--- src/rtl/edge_pulse_gen_pkg.sv ---
// Shared definitions for the multi-channel edge-to-pulse converter:
// per-channel edge-select encodings carried on the MODE bus.
package edge_pulse_pkg;

    localparam int MODE_W = 2;

    localparam logic [MODE_W-1:0] MODE_NONE = 2'b00;
    localparam logic [MODE_W-1:0] MODE_RISE = 2'b01;
    localparam logic [MODE_W-1:0] MODE_FALL = 2'b10;
    localparam logic [MODE_W-1:0] MODE_BOTH = 2'b11;

endpackage

--- src/rtl/edge_pulse_gen_ch.sv ---
// One edge-to-pulse channel: synchroniser, optional debounce, edge detect, pulse counter, overrun flag.
// Debounce stage is built only when EDGE_PULSE_GEN_DEBOUNCE_EN is defined.
module edge_pulse_ch
    import edge_pulse_pkg::*;
#(
    parameter int   SYNC_STAGES = 2,
    parameter logic INI         = 1'b0,
    parameter int   PULSE_LEN   = 1,
    parameter int   DEB_CYC     = 4
) (
    input  logic              clk_i,
    input  logic              rst_i,
    input  logic              in_i,
    input  logic [MODE_W-1:0] mode_i,
    input  logic              clr_ovr_i,
    output logic              out_o,
    output logic              ovr_o
);

    if (PULSE_LEN < 1) begin : g_bad_pulse_len
        $error("edge_pulse_ch: PULSE_LEN must be at least 1");
    end
    if (SYNC_STAGES < 2) begin : g_bad_sync_stages
        $error("edge_pulse_ch: SYNC_STAGES must be at least 2");
    end
    if (DEB_CYC < 1) begin : g_bad_deb_cyc
        $error("edge_pulse_ch: DEB_CYC must be at least 1");
    end

    localparam int CNT_W = (PULSE_LEN < 1) ? 1 : $clog2(PULSE_LEN + 1);
    localparam logic [CNT_W-1:0] LOAD = CNT_W'(PULSE_LEN);

    logic [SYNC_STAGES-1:0] sync_q;
    logic                   sync_lvl;
    logic                   lvl;
    logic                   lvl_d_q;
    logic                   rise;
    logic                   fall;
    logic                   hit;
    logic [CNT_W-1:0]       cnt_q;
    logic [CNT_W-1:0]       cnt_d;
    logic                   out_q;
    logic                   out_d;
    logic                   ovr_q;
    logic                   ovr_d;

    always_ff @(posedge clk_i or posedge rst_i) begin
        if (rst_i) begin
            sync_q <= {SYNC_STAGES{INI}};
        end else begin
            sync_q <= {sync_q[SYNC_STAGES-2:0], in_i};
        end
    end

    assign sync_lvl = sync_q[SYNC_STAGES-1];

`ifdef EDGE_PULSE_GEN_DEBOUNCE_EN
    localparam int DEB_W = (DEB_CYC < 1) ? 1 : $clog2(DEB_CYC + 1);

    logic [DEB_W-1:0] deb_q;
    logic             lvl_q;

    // The filtered level only follows the synchroniser after it has disagreed for DEB_CYC cycles in a row.
    always_ff @(posedge clk_i or posedge rst_i) begin
        if (rst_i) begin
            deb_q <= '0;
            lvl_q <= INI;
        end else if (sync_lvl == lvl_q) begin
            deb_q <= '0;
        end else if (deb_q == DEB_W'(DEB_CYC - 1)) begin
            deb_q <= '0;
            lvl_q <= sync_lvl;
        end else begin
            deb_q <= deb_q + DEB_W'(1);
        end
    end

    assign lvl = lvl_q;
`else
    assign lvl = sync_lvl;
`endif

    assign rise = lvl & ~lvl_d_q;
    assign fall = ~lvl & lvl_d_q;

    always_comb begin
        case (mode_i)
            MODE_RISE: hit = rise;
            MODE_FALL: hit = fall;
            MODE_BOTH: hit = rise | fall;
            default:   hit = 1'b0;
        endcase

        cnt_d = cnt_q;
        if (hit) begin
            cnt_d = LOAD;
        end else if (cnt_q != '0) begin
            cnt_d = cnt_q - CNT_W'(1);
        end

        // out_q mirrors cnt_q != 0 but comes straight from its own flop.
        out_d = (cnt_d != '0);
        ovr_d = (hit & out_q) | (ovr_q & ~clr_ovr_i);
    end

    always_ff @(posedge clk_i or posedge rst_i) begin
        if (rst_i) begin
            lvl_d_q <= INI;
            cnt_q   <= '0;
            out_q   <= 1'b0;
            ovr_q   <= 1'b0;
        end else begin
            lvl_d_q <= lvl;
            cnt_q   <= cnt_d;
            out_q   <= out_d;
            ovr_q   <= ovr_d;
        end
    end

    assign out_o = out_q;
    assign ovr_o = ovr_q;

endmodule

--- src/rtl/edge_pulse_gen.sv ---
// Multi-channel edge-to-pulse converter: N_CH independent edge_pulse_ch instances on one clock.
// Define EDGE_PULSE_GEN_DEBOUNCE_EN to add a DEB_CYC-cycle debounce filter to every channel.
module edge_pulse_gen
    import edge_pulse_pkg::*;
#(
    parameter int              N_CH        = 4,
    parameter int              SYNC_STAGES = 2,
    parameter logic [N_CH-1:0] INI         = '0,
    parameter int              PULSE_LEN   = 1,
    parameter int              DEB_CYC     = 4
) (
    input  logic                     CLK,
    input  logic                     RST,
    input  logic [N_CH-1:0]          IN,
    input  logic [MODE_W*N_CH-1:0]   MODE,
    input  logic                     CLR_OVR,
    output logic [N_CH-1:0]          OUT,
    output logic [N_CH-1:0]          OVR
);

    if (N_CH < 1) begin : g_bad_n_ch
        $error("edge_pulse_gen: N_CH must be at least 1");
    end

    // INI is a per-channel bit vector: bit i is the idle level of channel i.
    for (genvar i = 0; i < N_CH; i++) begin : g_ch
        edge_pulse_ch #(
            .SYNC_STAGES (SYNC_STAGES),
            .INI         (INI[i]),
            .PULSE_LEN   (PULSE_LEN),
            .DEB_CYC     (DEB_CYC)
        ) u_ch (
            .clk_i     (CLK),
            .rst_i     (RST),
            .in_i      (IN[i]),
            .mode_i    (MODE[MODE_W*i +: MODE_W]),
            .clr_ovr_i (CLR_OVR),
            .out_o     (OUT[i]),
            .ovr_o     (OVR[i])
        );
    end

endmodule

--- config.mk ---
export PLATFORM = sky130hd
export DESIGN_NAME = edge_pulse_gen
export DESIGN_NICKNAME = d
export VERILOG_FILES = /design/src/rtl/edge_pulse_gen_pkg.sv /design/src/rtl/edge_pulse_gen_ch.sv /design/src/rtl/edge_pulse_gen.sv
export SDC_FILE = /design/constraint.sdc
export NUM_CORES = 1
export LEC_CHECK = 0
export ABC_AREA = 0
export CAP_MARGIN = 0
export CELL_PAD_IN_SITES_DETAIL_PLACEMENT = 0
export CELL_PAD_IN_SITES_GLOBAL_PLACEMENT = 2
export CORE_ASPECT_RATIO = 1.1
export CORE_MARGIN = 3
export CORE_UTILIZATION = 26
export DETAILED_ROUTE_END_ITERATION = 6
export HOLD_SLACK_MARGIN = 0.03
export PLACE_DENSITY_LB_ADDON = 0.1
export SYNTH_ARGS = -nofsm -noshare
export SYNTH_HDL_FRONTEND = slang
export SYNTH_HIERARCHICAL = 1
export SYNTH_SLANG_ARGS = --single-unit
export TNS_END_PERCENT = 20
--- constraint.sdc ---
create_clock -name CLK -period 1 [get_ports CLK]
set_input_delay 0.2 -clock CLK [delete_from_list [all_inputs] [get_ports CLK]]
set_output_delay 0.2 -clock CLK [all_outputs]
set_load 0.01 [all_outputs]
==> run metrics, run 1 <==
outcome finished with violations; failing checks setup timing; Iter 0 DRT Violations 4; H-tree depth 1; clock sink count 20; Starting Density 27.6%; Synth Warn # 6; post-synthesis sequential area ratio 58.5%; NetSw about 0.40 mW; leakage power between 0.6 and 0.7 nW; Combinational Power Share 17.0%; Net Sw Frac around 24%; syn_nets 95; pin count of the biggest net entering global routing 12; die height 66.2 µm; Cell Area, Synth between 800 and 900 µm²; GR Overflow Total 0; Layout area overhead 40.6%; clock power share 29.0%; Die ar. around 4000 µm²; Reg power frac 54.1%; clock tree buffer depth 2; Final Total Pwr roughly 1.6 mW; Synth area leaders dfrtp_1 (58%), ha_1 (12%), mux2i_1 (9.4%); startpoint types flop; Critical Path RT 1190 ps; Post-synth EDFFs 0; Top-Level Pins 23; top cells by count, synth dfrtp_1 (20), inv_1 (20), ha_1 (8), mux2i_1 (8), nand2_1 (8); critical path class reg -> reg; fin crit share 118%; Worst EP arrival 1360 ps; crit path time final 1180 ps; fin util 38.8%; relative slew slack 83.5%; Avg Cell Area, Syn between 10 and 15 µm²; CTS tree built; DP HPWL roughly 1300 µm; Clk pin slew, worst setup/hold paths ~120 ps; Syn Inst Count a little over 70; HP Class in -> async; count of cell types in the netlist 7; CP endpoint g_ch[3].u_ch/ovr_o$_DFF_PP0_; Final GP Congestion 0.711; overall routed net length 1620 µm; Final #Nets roughly 130; Pint 1.24 mW; CP Capture Type flop; Final setup viols 16; Reg2Reg Setup Slack -180 ps; Critical Path Start g_ch[3].u_ch/sync_q[1]$_DFF_PP0_; root buf cell clkbuf_4; final worst slack -177 ps; drt drc 0; via count 606; initial antenna violation count 0; vias in the first global route 606; unrepaired setup endpoints after global routing true; DRT Pass-1 Iters 4; mean number of vias per cell between 4 and 5; total global-route track usage roughly a tenth; Row Count 21; #FFs+latches synth 20; reg-to-reg endpoint g_ch[3].u_ch/ovr_o$_DFF_PP0_; fin area 1200 µm²; final hold vios 0; WL/cell 11.3 µm; max-cap violation count 0; Worst IR Drop VDD ~550 µV; core box area 3100 µm²; Post-DRT Antenna Nets 0; Fill cells 322; Top FF cell, synth dfrtp_1; # diodes 0; placed cell areas 1170 µm²; first-pass GRT wire length 2710 µm; reg-to-reg startpoint g_ch[3].u_ch/sync_q[1]$_DFF_PP0_; post-synth top area share 58.5%; CTS hold repair buffers 0; worst r2r path cells 5; final slew viol count 0; Chip Width 60.7 µm; total CTS buffers 3; Worst-Skew Late Latency 300 ps; Fin Clk Skew 0.802 ps; Max Clk Rate 849 MHz; largest fanout on the critical path 3; IO buf count 22; share of post-route cells with drive strength above 1 a little over a fifth; pwr dens between 1000 and 1500 nW/µm²; fraction of registers with async set/reset between 90% and 100%; Worst Tran Pin Value about 250 ps; cell taking the most area after synthesis dfrtp_1
-- cell type report --
class                   instances  area (µm²)  area share [%]
well taps                      34        42.5            3.53
inverters                      20        75.1            6.24
clock buffers                   4        36.3            3.01
repair buffers                 33         269            22.3
flip-flops and latches         20         500            41.6
multi-input cells              32         280            23.3
-- registers in the layout (all words and copies together) (netlist names) --
register           cells
g_ch.u_ch/sync_q       8
g_ch.u_ch/lvl_d_q      4
g_ch.u_ch/out_o        4
g_ch.u_ch/ovr_o        4
-- power groups by stage --
stage	clock network, mW	registers, mW	logic (mW)
floorplan	0	0.919	0.0911
global placement	0	0.905	0.291
detailed placement	0	0.906	0.291
CTS	0.511	0.888	0.275
global route	0.564	0.895	0.310
finish	0.475	0.887	0.279
-- metrics by stage --
| stage | cells | worst slack [ps] | hold slack, ps | setup TNS [ps] |
|---|---|---|---|---|
| after detailed placement | 135 | -240 | 335 | -2110 |
| after CTS | 141 | -187 | 179 | -1620 |
| after global routing | 143 | -246 | 176 | -2360 |
| after global placement | 135 | -226 | 334 | -2020 |
| final | 143 | -177 | 183 | -1310 |
| after floorplan | 72 | -58.0 | -21.5 | -332 |
-- layout by cell type, fill, tap and decap left out --
| master | count |
|---|---|
| buf_2 | 7 |
| buf_4 | 11 |
| buf_6 | 1 |
| clkbuf_4 | 3 |
| clkbuf_8 | 1 |
| clkdlybuf4s50_1 | 14 |
| dfrtp_1 | 20 |
| ha_1 | 8 |
| inv_1 | 20 |
| mux2i_1 | 8 |
| nand2_1 | 8 |
| nand4b_1 | 4 |
| o221ai_1 | 4 |
-- metal layers --
layer	wire length, µm	track usage, %	share of wire [%]	up-vias
met3	129	3.13	8.0	4
met2	679	13.5	42	18
met1	766	12.1	47	281
met4	46	6.50	2.8	0
met5	0	0	0	-
li1	-	-	-	303
-- critical path, stage by stage (launching register included) --
cell      delay, ps
dfrtp_1         400
inv_1            50
ha_1            260
inv_1            30
mux2i_1         190
o221ai_1        130
-- worst min-delay path by stage --
stage	endpoint	cells after the start	slack (ps)
after floorplan	g_ch[0].u_ch/lvl_d_q$_DFF_PP0_	1	-20
after global placement	g_ch[2].u_ch/sync_q[1]$_DFF_PP0_	0	330
after detailed placement	g_ch[1].u_ch/sync_q[1]$_DFF_PP0_	0	330
after CTS	g_ch[0].u_ch/ovr_o$_DFF_PP0_	2	180
after global routing	g_ch[0].u_ch/ovr_o$_DFF_PP0_	2	180
final	g_ch[0].u_ch/ovr_o$_DFF_PP0_	2	180
-- cells by family (layout without fill, tap and decap cells) --
logic type | count (synthesis) | after routing | share of synthesized area, %
AO/OA/AOI/OAI | 4 | 4 | 4.09
adder cells (fa/ha/maj) | 8 | 8 | 11.7
flip-flops | 20 | 20 | 58.5
multiplexers | 8 | 8 | 9.36
AND/OR/NAND/NOR | 12 | 12 | 7.60
buffers and inverters | 20 | 57 | 8.77
-- timing repair --
item / in CTS / in global routing
setup buffers: 2 / 2
pin swaps: 0 / 0
endpoints found under the setup margin: 16 / 16
gates resized for setup: 32 / 1
No activity file was read; power rests on OpenSTA's default activity.
==> run 2: changes to the inputs <==
SETUP_SLACK_MARGIN = 0.05   (was not set)
==> results of run 2 <==
The final DEF is identical to that of run 1; final timing and power are the same.
==> RTL edit: new RTL, settings of run 1 <==
Add a define of `EDGE_PULSE_GEN_DEBOUNCE_EN`.
--- a/src/rtl/edge_pulse_gen_ch.sv
+++ b/src/rtl/edge_pulse_gen_ch.sv
@@ -1,5 +1,7 @@
 // One edge-to-pulse channel: synchroniser, optional debounce, edge detect, pulse counter, overrun flag.
 // Debounce stage is built only when EDGE_PULSE_GEN_DEBOUNCE_EN is defined.
+`define EDGE_PULSE_GEN_DEBOUNCE_EN
+
 module edge_pulse_ch
     import edge_pulse_pkg::*;
 #(
Formal check against the unedited RTL: not equivalent (a bounded check fails within 4 cycles, from zero or initial values and one cycle with RST high).
==> RTL edit against run 1 <==
  * The flow still finishes with violations (negative setup slack)
  * Design area grew 92%
  * Sequential cell count grew 16
  * Die area grew 67%
  * Fmax grew 2.1%
  * Power grew to 3.5 times the old value
  * Clock skew grew 2.1 ps
  * Combinational power grew to 9.1 times the old value
  * Sequential share of layout area shrank 2.6 points
  * Setup slack gained 24 ps
  * Routed wire length grew 83%
  * Non-clock buffer count grew 23
  * Synthesized area grew 75%
  * Synthesized cell count grew 67%
==> RTL edit: results <==
metrics = {
    "status": {
        "status": "finished, violations left",
        "violations": "negative setup slack",
    },
    "layout": {
        "drive_above_1_share_pct": 44.8,
        "fin_cells": 258,
        "post-route-util_pct": 42.1,
        "fin_nets": 210,
        "fill_cells": 543,
    },
    "place": {
        "place_area_um2": 2060,
        "post-place-cells": 245,
        "gp_congestion": 0.742,
    },
    "clock_network": {
        "clk_pin_slew_ps": 70,
        "clockBufferDepth": 2,
        "root_buffer": "clkbuf_8",
        "numCtsBuffers": 5,
        "cts_max_level": 2,
    },
    "global_route": {
        "grt_max_degree": 11,
        "grt_use_total_pct": 9.78,
        "grt_pass1_vias": 1150,
    },
    "detailed_routing": {
        "wl_per_cell_um": 11.5,
        "drt_iter0_markers": 21,
        "drt_first_pass_iters": 3,
        "viasPerCell": 4.08,
    },
    "synthesis": {
        "ys_top_cells_by_count": "dfrtp_1 (36), inv_1 (20), ha_1 (12), nand2_1 (12), mux2i_1 (8)",
        "yosysSeqAreaShare_pct": 60.0,
        "syn_inst": 120,
        "ys_async_sr_fraction_pct": 100,
        "syn_nets": 147,
        "ys_types": 13,
        "synth.area.top_cells": "dfrtp_1 (60%), ha_1 (10%), mux2i_1 (5.3%)",
    },
    "timing": {
        "tightest_slew_ps": 361,
        "setup_ws_ps": -153,
        "setup_viol": 20,
        "setup_tns_ps": -1540,
    },
    "power_and_ir_drop": {
        "peakVddDrop_uv": 881,
    },
    "setup_path": {
        "cp_slowest_stage_delay_ps": 380,
        "worstPathArrival_ps": 1300,
    },
}
## RTL edit: cell count changes after synthesis, sizes merged
cell   change
nor2b      +4
nor3b      +8
xnor2      +4
nor3       +4
nand2      +4
o21ai      +4
dfrtp     +16
ha         +4
## RTL edit: power groups by stage
stage                     registers [mW]  clock network, mW  logic, mW
final                               2.15               1.09       2.54
after global routing                2.22               1.18       2.85
after CTS                           2.10               1.15       2.09
after detailed placement            2.13                  0       2.09
after global placement              2.10                  0       2.03
after floorplan                     2.20                  0      0.874
## RTL edit: worst register-to-register path, cell delays in order, from the launching register on
cell and delay, ps:
dfrtp_1 380, inv_2 70, ha_4 250, inv_2 30
mux2i_2 160, o221ai_1 140
## RTL edit: area by class of cell
| cell class | instances | share of cell area, % |
|---|---|---|
| clock buffer | 7 | 4.16 |
| tap | 75 | 4.06 |
| sequential | 36 | 38.9 |
| multi-input combinational | 64 | 28.6 |
| timing repair buffer | 56 | 21.0 |
| inverter | 20 | 3.24 |
## RTL edit: stage by stage
step / worst slack (ps) / hold slack [ps]
2_1_floorplan: -112 / 27.9
3_3_place_gp: -182 / 338
3_5_place_dp: -220 / 343
4_1_cts: -166 / 312
5_1_grt: -226 / 341
6_report: -153 / 290
## RTL edit: final timing paths
check,from,to,slack (ps)
min in group CLK,g_ch[3].u_ch/sync_q[0],g_ch[3].u_ch/sync_q[1],360
max reg2reg,g_ch[0].u_ch/lvl,g_ch[0].u_ch/ovr_o,-150
min reg2reg,g_ch[3].u_ch/sync_q[0],g_ch[3].u_ch/sync_q[1],360
max in group asynchronous,RST,g_ch[1].u_ch/lvl,450
max,g_ch[0].u_ch/lvl,g_ch[0].u_ch/ovr_o,-150
min,RST,g_ch[1].u_ch/deb_q[2],290
## RTL edit: what timing repair did
item,in CTS,in global routing
endpoints found under the setup margin,32,31
buffers inserted,2,4
cloned,0,0
gates resized for setup,44,24
pin swaps,5,9
## RTL edit: cells by family (layout without fill, tap and decap cells)
group	count (synthesis)	after routing	share of synthesized area (%)
flops	36	36	60.0
fa+ha+maj	12	12	10.0
xor+xnor	4	4	2.33
simple gates	32	32	13.7
buf+inv	20	83	5.00
mux	8	8	5.33
compound gates	8	8	3.67
## RTL edit: layer usage
layer  vias up  global-route usage (%)  share of wire [%]
met3         7                    3.26                4.3
met1       506                    11.3                 41
met5         -                       0                  0
met4         0                    4.29                1.7
li1        520                       -                  -
met2        19                    16.5                 53
